`src/rtl/press_classifier.sv`:
```
// Button sequencer: synchronise, debounce, drive the long-press counter and classify presses.
// Optional double-press detection is compiled in with `PRESS_CLASSIFIER_DOUBLE_PRESS_EN.
module press_classifier #(
  parameter int unsigned CLK_PERIOD_ns      = 20,
  parameter int unsigned DEBOUNCE_PERIOD_ns = 10_000_000,
  parameter int unsigned GAP_PERIOD_ns      = 250_000_000
) (
  input  logic clk,
  input  logic resetn,
  input  logic button_in,
  input  logic timer_done,
  output logic timer_enable,
  output logic timer_clear,
  output logic pressed,
  output logic short_press,
  output logic long_press,
  output logic double_press
);

  localparam int unsigned DEBOUNCE_CYCLES = DEBOUNCE_PERIOD_ns / CLK_PERIOD_ns;
  localparam int unsigned DB_W            = $clog2(DEBOUNCE_CYCLES) + 1;

  typedef enum logic [2:0] {
    IDLE,
    PRESSED,
    LONG_HELD
`ifdef PRESS_CLASSIFIER_DOUBLE_PRESS_EN
    , GAP,
    SECOND
`endif
  } state_t;

  state_t            state, state_n;
  logic              sync1, sync2;
  logic [DB_W-1:0]   db_cnt;
  logic              rise_evt, fall_evt;
  logic              short_n, long_n, double_n;
  logic              enable_n, clear_n;

  always_ff @(posedge clk or negedge resetn) begin
    if (!resetn) begin
      sync1 <= 1'b0;
      sync2 <= 1'b0;
    end else begin
      sync1 <= button_in;
      sync2 <= sync1;
    end
  end

  // Toggle fires on the last count so the change lands 2 + DEBOUNCE_CYCLES after the pin.
  always_ff @(posedge clk or negedge resetn) begin
    if (!resetn) begin
      db_cnt   <= '0;
      pressed  <= 1'b0;
      rise_evt <= 1'b0;
      fall_evt <= 1'b0;
    end else begin
      rise_evt <= 1'b0;
      fall_evt <= 1'b0;
      if (sync2 == pressed) begin
        db_cnt <= '0;
      end else if (db_cnt == DB_W'(DEBOUNCE_CYCLES - 1)) begin
        db_cnt   <= '0;
        pressed  <= ~pressed;
        rise_evt <= ~pressed;
        fall_evt <= pressed;
      end else begin
        db_cnt <= db_cnt + 1'b1;
      end
    end
  end

`ifdef PRESS_CLASSIFIER_DOUBLE_PRESS_EN
  localparam int unsigned GAP_CYCLES = GAP_PERIOD_ns / CLK_PERIOD_ns;
  localparam int unsigned GAP_W      = $clog2(GAP_CYCLES + 1);

  logic [GAP_W-1:0] gap_cnt;

  always_ff @(posedge clk or negedge resetn) begin
    if (!resetn) begin
      gap_cnt <= '0;
    end else if (state == PRESSED && state_n == GAP) begin
      gap_cnt <= GAP_W'(GAP_CYCLES);
    end else if (state == GAP && gap_cnt != '0) begin
      gap_cnt <= gap_cnt - 1'b1;
    end
  end
`endif

  // State register also holds the registered outputs decoded from next state.
  always_ff @(posedge clk or negedge resetn) begin
    if (!resetn) begin
      state        <= IDLE;
      timer_enable <= 1'b0;
      timer_clear  <= 1'b1;
      short_press  <= 1'b0;
      long_press   <= 1'b0;
      double_press <= 1'b0;
    end else begin
      state        <= state_n;
      timer_enable <= enable_n;
      timer_clear  <= clear_n;
      short_press  <= short_n;
      long_press   <= long_n;
      double_press <= double_n;
    end
  end

  always_comb begin
    state_n  = state;
    short_n  = 1'b0;
    long_n   = 1'b0;
    double_n = 1'b0;
    case (state)
      IDLE: if (rise_evt) state_n = PRESSED;
      PRESSED: begin
        if (timer_done) begin
          long_n  = 1'b1;
          state_n = LONG_HELD;
        end else if (fall_evt) begin
`ifdef PRESS_CLASSIFIER_DOUBLE_PRESS_EN
          state_n = GAP;
`else
          short_n = 1'b1;
          state_n = IDLE;
`endif
        end
      end
      // Level test, so a fall consumed by a simultaneous done still releases us.
      LONG_HELD: if (!pressed) state_n = IDLE;
`ifdef PRESS_CLASSIFIER_DOUBLE_PRESS_EN
      GAP: begin
        if (rise_evt) begin
          state_n = SECOND;
        end else if (gap_cnt <= GAP_W'(1)) begin
          short_n = 1'b1;
          state_n = IDLE;
        end
      end
      SECOND: begin
        if (timer_done) begin
          long_n  = 1'b1;
          state_n = LONG_HELD;
        end else if (fall_evt) begin
          double_n = 1'b1;
          state_n  = IDLE;
        end
      end
`endif
      default: state_n = IDLE;
    endcase
  end

  always_comb begin
    enable_n = (state_n == PRESSED);
    clear_n  = (state_n == IDLE) || (state_n == LONG_HELD);
`ifdef PRESS_CLASSIFIER_DOUBLE_PRESS_EN
    enable_n = enable_n || (state_n == SECOND);
    clear_n  = clear_n || (state_n == GAP);
`endif
  end

endmodule

```
`config.mk`:
```
export PLATFORM = sky130hd
export DESIGN_NAME = press_classifier
export DESIGN_NICKNAME = d
export VERILOG_FILES = /design/src/rtl/press_classifier.sv
export SDC_FILE = /design/constraint.sdc
export NUM_CORES = 1
export LEC_CHECK = 0
export CAP_MARGIN = 40
export CORE_MARGIN = 2
export CORE_UTILIZATION = 30
export CTS_CLUSTER_SIZE = 25
export DETAILED_ROUTE_END_ITERATION = 8
export PLACE_DENSITY = 0.54
export SLEW_MARGIN = 10
export SYNTH_ARGS = -nofsm -noshare
export SYNTH_HDL_FRONTEND = slang
export SYNTH_SLANG_ARGS = --single-unit
```
`constraint.sdc`:
```
create_clock -name clk -period 2.4 [get_ports clk]
set_input_delay 0.72 -clock clk [delete_from_list [all_inputs] [get_ports clk]]
set_output_delay 0.72 -clock clk [all_outputs]
set_load 0.05 [all_outputs]
```
==> metrics.cfg, run 1 <==
[outcome]
outcome = complete, no violations

[drt]
wirelength_met1_mm = 1.32
antenna_left = 0
dr.first_iter.drc_count = 49
route.detailed.drc = 0
vias = 1049
met3_length_um = 133
post_drt_via_cell_ratio = 4.77
top_layer = met4
drtPass1Iterations = 4
wl_met2_mm = 1.26
wl_per_cell_um = 12.7
routed_wl_mm = 2.78

[timing]
rsz0062_at_grt = false
setup_viol = 0
min_period_over_period = 0.964
setup_tns_ns = 0
period_minus_slack_ns = 2.31
fmax_mhz = 432
hold_viol_final = 0
tightest_slew_ns = 0.500
skew_ns = 0.00699
relSlewSlack = 0.666
final-max-slew-violation-count = 0

[grt]
grt_pass1_vias = 1025
grt_max_degree = 33
grt_pass1_wl_mm = 4.88
grt_use_total = 0.119
grt-ovfl-total = 0
antenna_found_initial = 0

[min_path]
hold_path.class = register to register

[yosys]
synth_top_area_cell = dfrtp_1
synth_fa_ha_area_frac = 0.00822
yosys_most_used_dff = dfrtp_1
synth-simple-area-share = 0.276
ys_seq_elements = 32
synth_top_family_by_area = simple AND/OR/NAND/NOR gates
netlist_instances = 140
synth_compound_area_frac = 0.0321
synth_xor_area_frac = 0.0979
ys_warn_count = 0
ys_types = 32
synth-edff-count = 0
syn_avg_cell_area_um2 = 10.9
synth_area_leaders = dfrtp_1 (51%), xnor2_1 (5.2%), nor2_1 (4.7%)
synth_top_cell_area_share = 0.510
synth_area_um2 = 1520
ys_async_sr_fraction = 1.00
synth_seq_area_share = 0.527
synthMuxAreaShare = 0.0271

[place]
dp_hpwl_mm = 1.95
gp_congestion = 0.786
io_buffers = 8
dp_cells = 212

[die]
core-area_um2 = 4820
num_rows = 25
dieHeight_um = 75.2
start_util = 0.316
boundaryPins = 10
die_x_um = 75.2
design.die.area_um2 = 5660

[finish]
layout_common_cells = dfrtp_1 (31), nor2_1 (19), xnor2_1 (9)
layout_commonest_cell = dfrtp_1
drive_gt1_frac = 0.137
layout.nets = 157
area_delta_synth_final_pct = 16.7
antenna_cells = 0
stdcell_count = 220
nFillCells = 489

[cts]
cts_sinks = 32
cts_tree = built
post_cts_buffers = 0
numCtsBuffers = 5
cts.repair.resized = 0
htree_levels = 2
clk_pin_slew_ns = 0.07
cts_hold_buf = 0
clock_path_buffers = 2
cts_root_buf = clkbuf_8
clk_latency_ns = 0.29

[setup_path]
crit_path_end_kind = output port
cp-start-kind = register
required_ns = 1.68
worstPathArrival_ns = 1.59
worst_path_largest_cell_delay_ns = 0.79
cp.buffers_inverters = 1
worstPathCellList = clkdlybuf4s50_1
critPathMaxFanout = 1
cp_top_family = buffers and inverters
slowest_stage = clkdlybuf4s50_1
path_class = register to output port

[pwr]
power.density_nw_per_um2 = 620
p_leak_nw = 0.709
vdd_drop_max_v = 0.000364

[flow_run]
maxCapViolCount = 0

[path summary, 6_finish.rpt]
path	cells past startpoint	from	to	slack, ns
worst min-delay path	0	sync1	sync2	0.35
min in group asynchronous	2	resetn	sync1	0.82
max in group asynchronous	2	resetn	timer_clear	1.25
worst max register to register	5	db_cnt[0]	db_cnt[12]	0.54
worst max-delay path	1	timer_clear	timer_clear	0.09
worst min register to register	0	sync1	sync2	0.35
[routing by layer]
metal  GRT usage  vias up
li1            -      521
met1       0.150      506
met2       0.178       16
met3      0.0415        6
met4      0.0643        0
met5           0        -
[through the flow]
stage / setup slack, ns / cell area, µm² / power (mW) / hold WS (ns) / utilization
after floorplan: 0.765 / 1530 / 0.581 / 0.331 / -
after global placement: 0.395 / 1660 / 0.600 / 0.334 / 0.345
after detailed placement: 0.388 / 1660 / 0.601 / 0.335 / 0.345
after CTS: 0.0707 / 1780 / 1.12 / 0.351 / 0.369
after global routing: 0.0184 / 1780 / 1.15 / 0.369 / 0.369
final: 0.0866 / 1780 / 1.10 / 0.350 / 0.369
[power by group]
group	leakage [nW]	switching, mW	internal (mW)
Combinational	0.221	0.0245	0.0116
Clock	0.0541	0.204	0.307
Sequential	0.434	0.00822	0.546
Total	0.709	0.237	0.864
[cell type report]
class / count / area (µm²) / share of cell area
Timing Repair Buffer: 9 / 87.6 / 0.0493
Sequential cell: 32 / 802 / 0.452
Clock inverter: 3 / 42.5 / 0.0240
Multi-Input combinational cell: 101 / 679 / 0.383
Inverter: 3 / 11.3 / 0.00634
Clock buffer: 5 / 68.8 / 0.0388
Tap cell: 67 / 83.8 / 0.0472
[cell usage after synthesis, types with 2 or more instances]
cell and count:
and3_1 3, and4_1 3, buf_2 2, buf_4 3
dfrtp_1 31, inv_1 3, mux2i_1 3, nand2_1 8
nand3_1 7, nand4_1 8, nand4_2 2, nor2_1 19
nor3_1 6, nor3b_1 2, nor4_1 5, nor4_2 2
o21ai_0 2, or3_1 2, xnor2_1 9, xor2_1 8
[flip-flops by register name, summed over array words and instances (netlist names)]
signal,count
db_cnt,20
fall_evt,1
long_press,1
pressed,1
rise_evt,1
short_press,1
state,3
sync1,1
sync2,1
timer_clear,1
timer_enable,1
[kinds of logic after synthesis]
| family | count (synthesis) |
|---|---|
| simple gates | 71 |
| fa+ha+maj | 1 |
| buf+inv | 8 |
| other cells | 1 |
| xor+xnor | 17 |
| compound gates | 6 |
| mux | 4 |
| flops | 32 |
Power figures use the tool's default switching activity.
==> inputs of run 2 (changes only) <==
==> constraint.sdc (replaced) <==
create_clock -name clk -period 2.9 [get_ports clk]
set_input_delay 0.87 -clock clk [delete_from_list [all_inputs] [get_ports clk]]
set_output_delay 0.87 -clock clk [all_outputs]
set_load 0.05 [all_outputs]
==> run 2 against run 1 <==
  * Flip-flop and latch count is the same
  * Critical path depth is the same
  * Count of clock-buffer cells in the layout is the same
  * Register-to-register slack gained 0.49 ns
  * Core utilization shrank 0.49 points
  * Largest power group unchanged
  * Combinational power shrank 19%
  * Clock skew grew 0.0011 ns
  * Largest cell class unchanged
  * Wire length shrank 4.2%
  * First-iteration DRC count shrank 8.2%
  * Sequential power shrank 17%
==> metrics.cfg, run 2 (synthesis results as in run 1) <==
[timing]
relSlewSlack = 0.665  ; about the same
hold_viol_final = 0  ; unchanged
fin_ws_ns = 0.436  ; +0.350 ns
min_period_over_period = 0.850
setup_viol = 0  ; unchanged
final-max-slew-violation-count = 0  ; unchanged
skew_ns = 0.00811  ; +0.00112 ns
fmax_mhz = 406
tightest_slew_ns = 0.500  ; +0.000288 ns
period_minus_slack_ns = 2.46
setup_tns_ns = 0  ; unchanged
hold_ws_ns = 0.349  ; -0.00125 ns
rsz0062_at_grt = false

[drt]
post_drt_via_cell_ratio = 4.87  ; +2.2%
antenna_left = 0  ; unchanged
routed_wl_mm = 2.67  ; -4.2%
wl_per_cell_um = 12.1  ; -4.2%
drtPass1Iterations = 4  ; unchanged
dr.first_iter.drc_count = 45  ; -8.2%
vias = 1072  ; +2.2%
route.detailed.drc = 0  ; unchanged

[setup_path]
rrSetupSlack_ns = 1.03  ; +0.49 ns
worstPathCellList = clkdlybuf4s50_1
path_class = register to output port
r2r_cells = 5  ; unchanged
cp-start-kind = register
crit_path_end_kind = output port
critPathMaxFanout = 1  ; unchanged
cp.buffers_inverters = 1  ; unchanged
slowest_stage = clkdlybuf4s50_1
worstPathArrival_ns = 1.59  ; about the same
worst_path_largest_cell_delay_ns = 0.79  ; about the same
cp_top_family = buffers and inverters
required_ns = 2.03  ; +0.35 ns
crit_cells = 1  ; unchanged

[finish]
layout_commonest_cell = dfrtp_1
layout.nets = 157  ; unchanged
top_register = db_cnt
area_delta_synth_final_pct = 15.1
layout_common_cells = dfrtp_1 (31), nor2_1 (19), xnor2_1 (9)
top_regs = db_cnt: 20 flops, state: 3 flops
drive_gt1_frac = 0.137  ; unchanged
largest_register_ff_count = 20  ; unchanged
antenna_cells = 0  ; unchanged

[place]
dp_hpwl_mm = 1.93  ; -0.89%
dp_slack_ns = 0.741  ; +0.353 ns
gp_congestion = 0.787  ; +0.15%
io_buffers = 8  ; unchanged

[pwr]
finalPower_mw = 0.819  ; -26%
vdd_drop_max_v = 0.000234  ; -36%
power.density_nw_per_um2 = 467  ; -25%
p_leak_nw = 0.703  ; -0.88%

[cts]
clock_path_buffers = 2  ; unchanged
clk_latency_ns = 0.28  ; about the same
clk_pin_slew_ns = 0.07  ; about the same
numCtsBuffers = 5  ; unchanged
cts_sinks = 32  ; unchanged
cts_tree = built
htree_levels = 2  ; unchanged
post_cts_buffers = 0  ; unchanged
cts.repair.resized = 0  ; unchanged
cts_hold_buf = 0  ; unchanged
cts_root_buf = clkbuf_8

[die]
core-area_um2 = 4820  ; unchanged
dieHeight_um = 75.2  ; unchanged
design.die.area_um2 = 5660  ; unchanged
boundaryPins = 10  ; unchanged
die_x_um = 75.2  ; unchanged
num_rows = 25  ; unchanged
start_util = 0.316  ; unchanged

[grt]
grt_max_degree = 33  ; unchanged
grt_pass1_wl_mm = 4.78  ; -2.0%
use_met3 = 0.0321  ; -0.00937
grt_pass1_vias = 1009  ; -1.6%
met1_usage = 0.152  ; +0.00165
grt_use_total = 0.113  ; -0.00527
grt-ovfl-total = 0  ; unchanged
antenna_found_initial = 0  ; unchanged
grt.met2_usage = 0.171  ; -0.00780
top_usage_layer = met2

[outcome]
outcome = complete, no violations

[flow_run]
maxCapViolCount = 0  ; unchanged

[min_path]
hold_path.class = register to register
hold_depth = 0  ; unchanged

## run 2: report_power, final
part | switching, mW | internal (mW)
clock network | 0.164 | 0.167
logic | 0.0199 | 0.00948
registers | 0.00724 | 0.452
## run 2: cell type report
type                            instances  area, µm²
Clock buffer                            5       68.8
Clock inverter                          3       18.8
Fill cell                             483       3070
Inverter                                3       11.3
Multi-Input combinational cell        101        679
Sequential cell                        32        802
Tap cell                               67       83.8
Timing Repair Buffer                    9       87.6
## run 2: path summary, 6_finish.rpt
check,to,from
min in group asynchronous,db_cnt[0],resetn
hold reg to reg,sync2,sync1
setup / recovery,timer_clear,timer_clear
hold / removal,sync2,sync1
max in group asynchronous,timer_clear,resetn
setup reg to reg,pressed,db_cnt[0]
## run 2: metal layers
metal | part of all wire | wire (µm)
met1 | 0.48 | 1270
met2 | 0.47 | 1240
met3 | 0.042 | 113
met4 | 0.015 | 39
met5 | 0 | 0
## run 2: per-stage QoR
stage | cell area (µm²) | cells | utilization
floorplan | 1530 | 141 | -
global placement | 1660 | 212 | 0.345
detailed placement | 1660 | 212 | 0.345
CTS | 1750 | 220 | 0.364
global route | 1750 | 220 | 0.364
finish | 1750 | 220 | 0.364
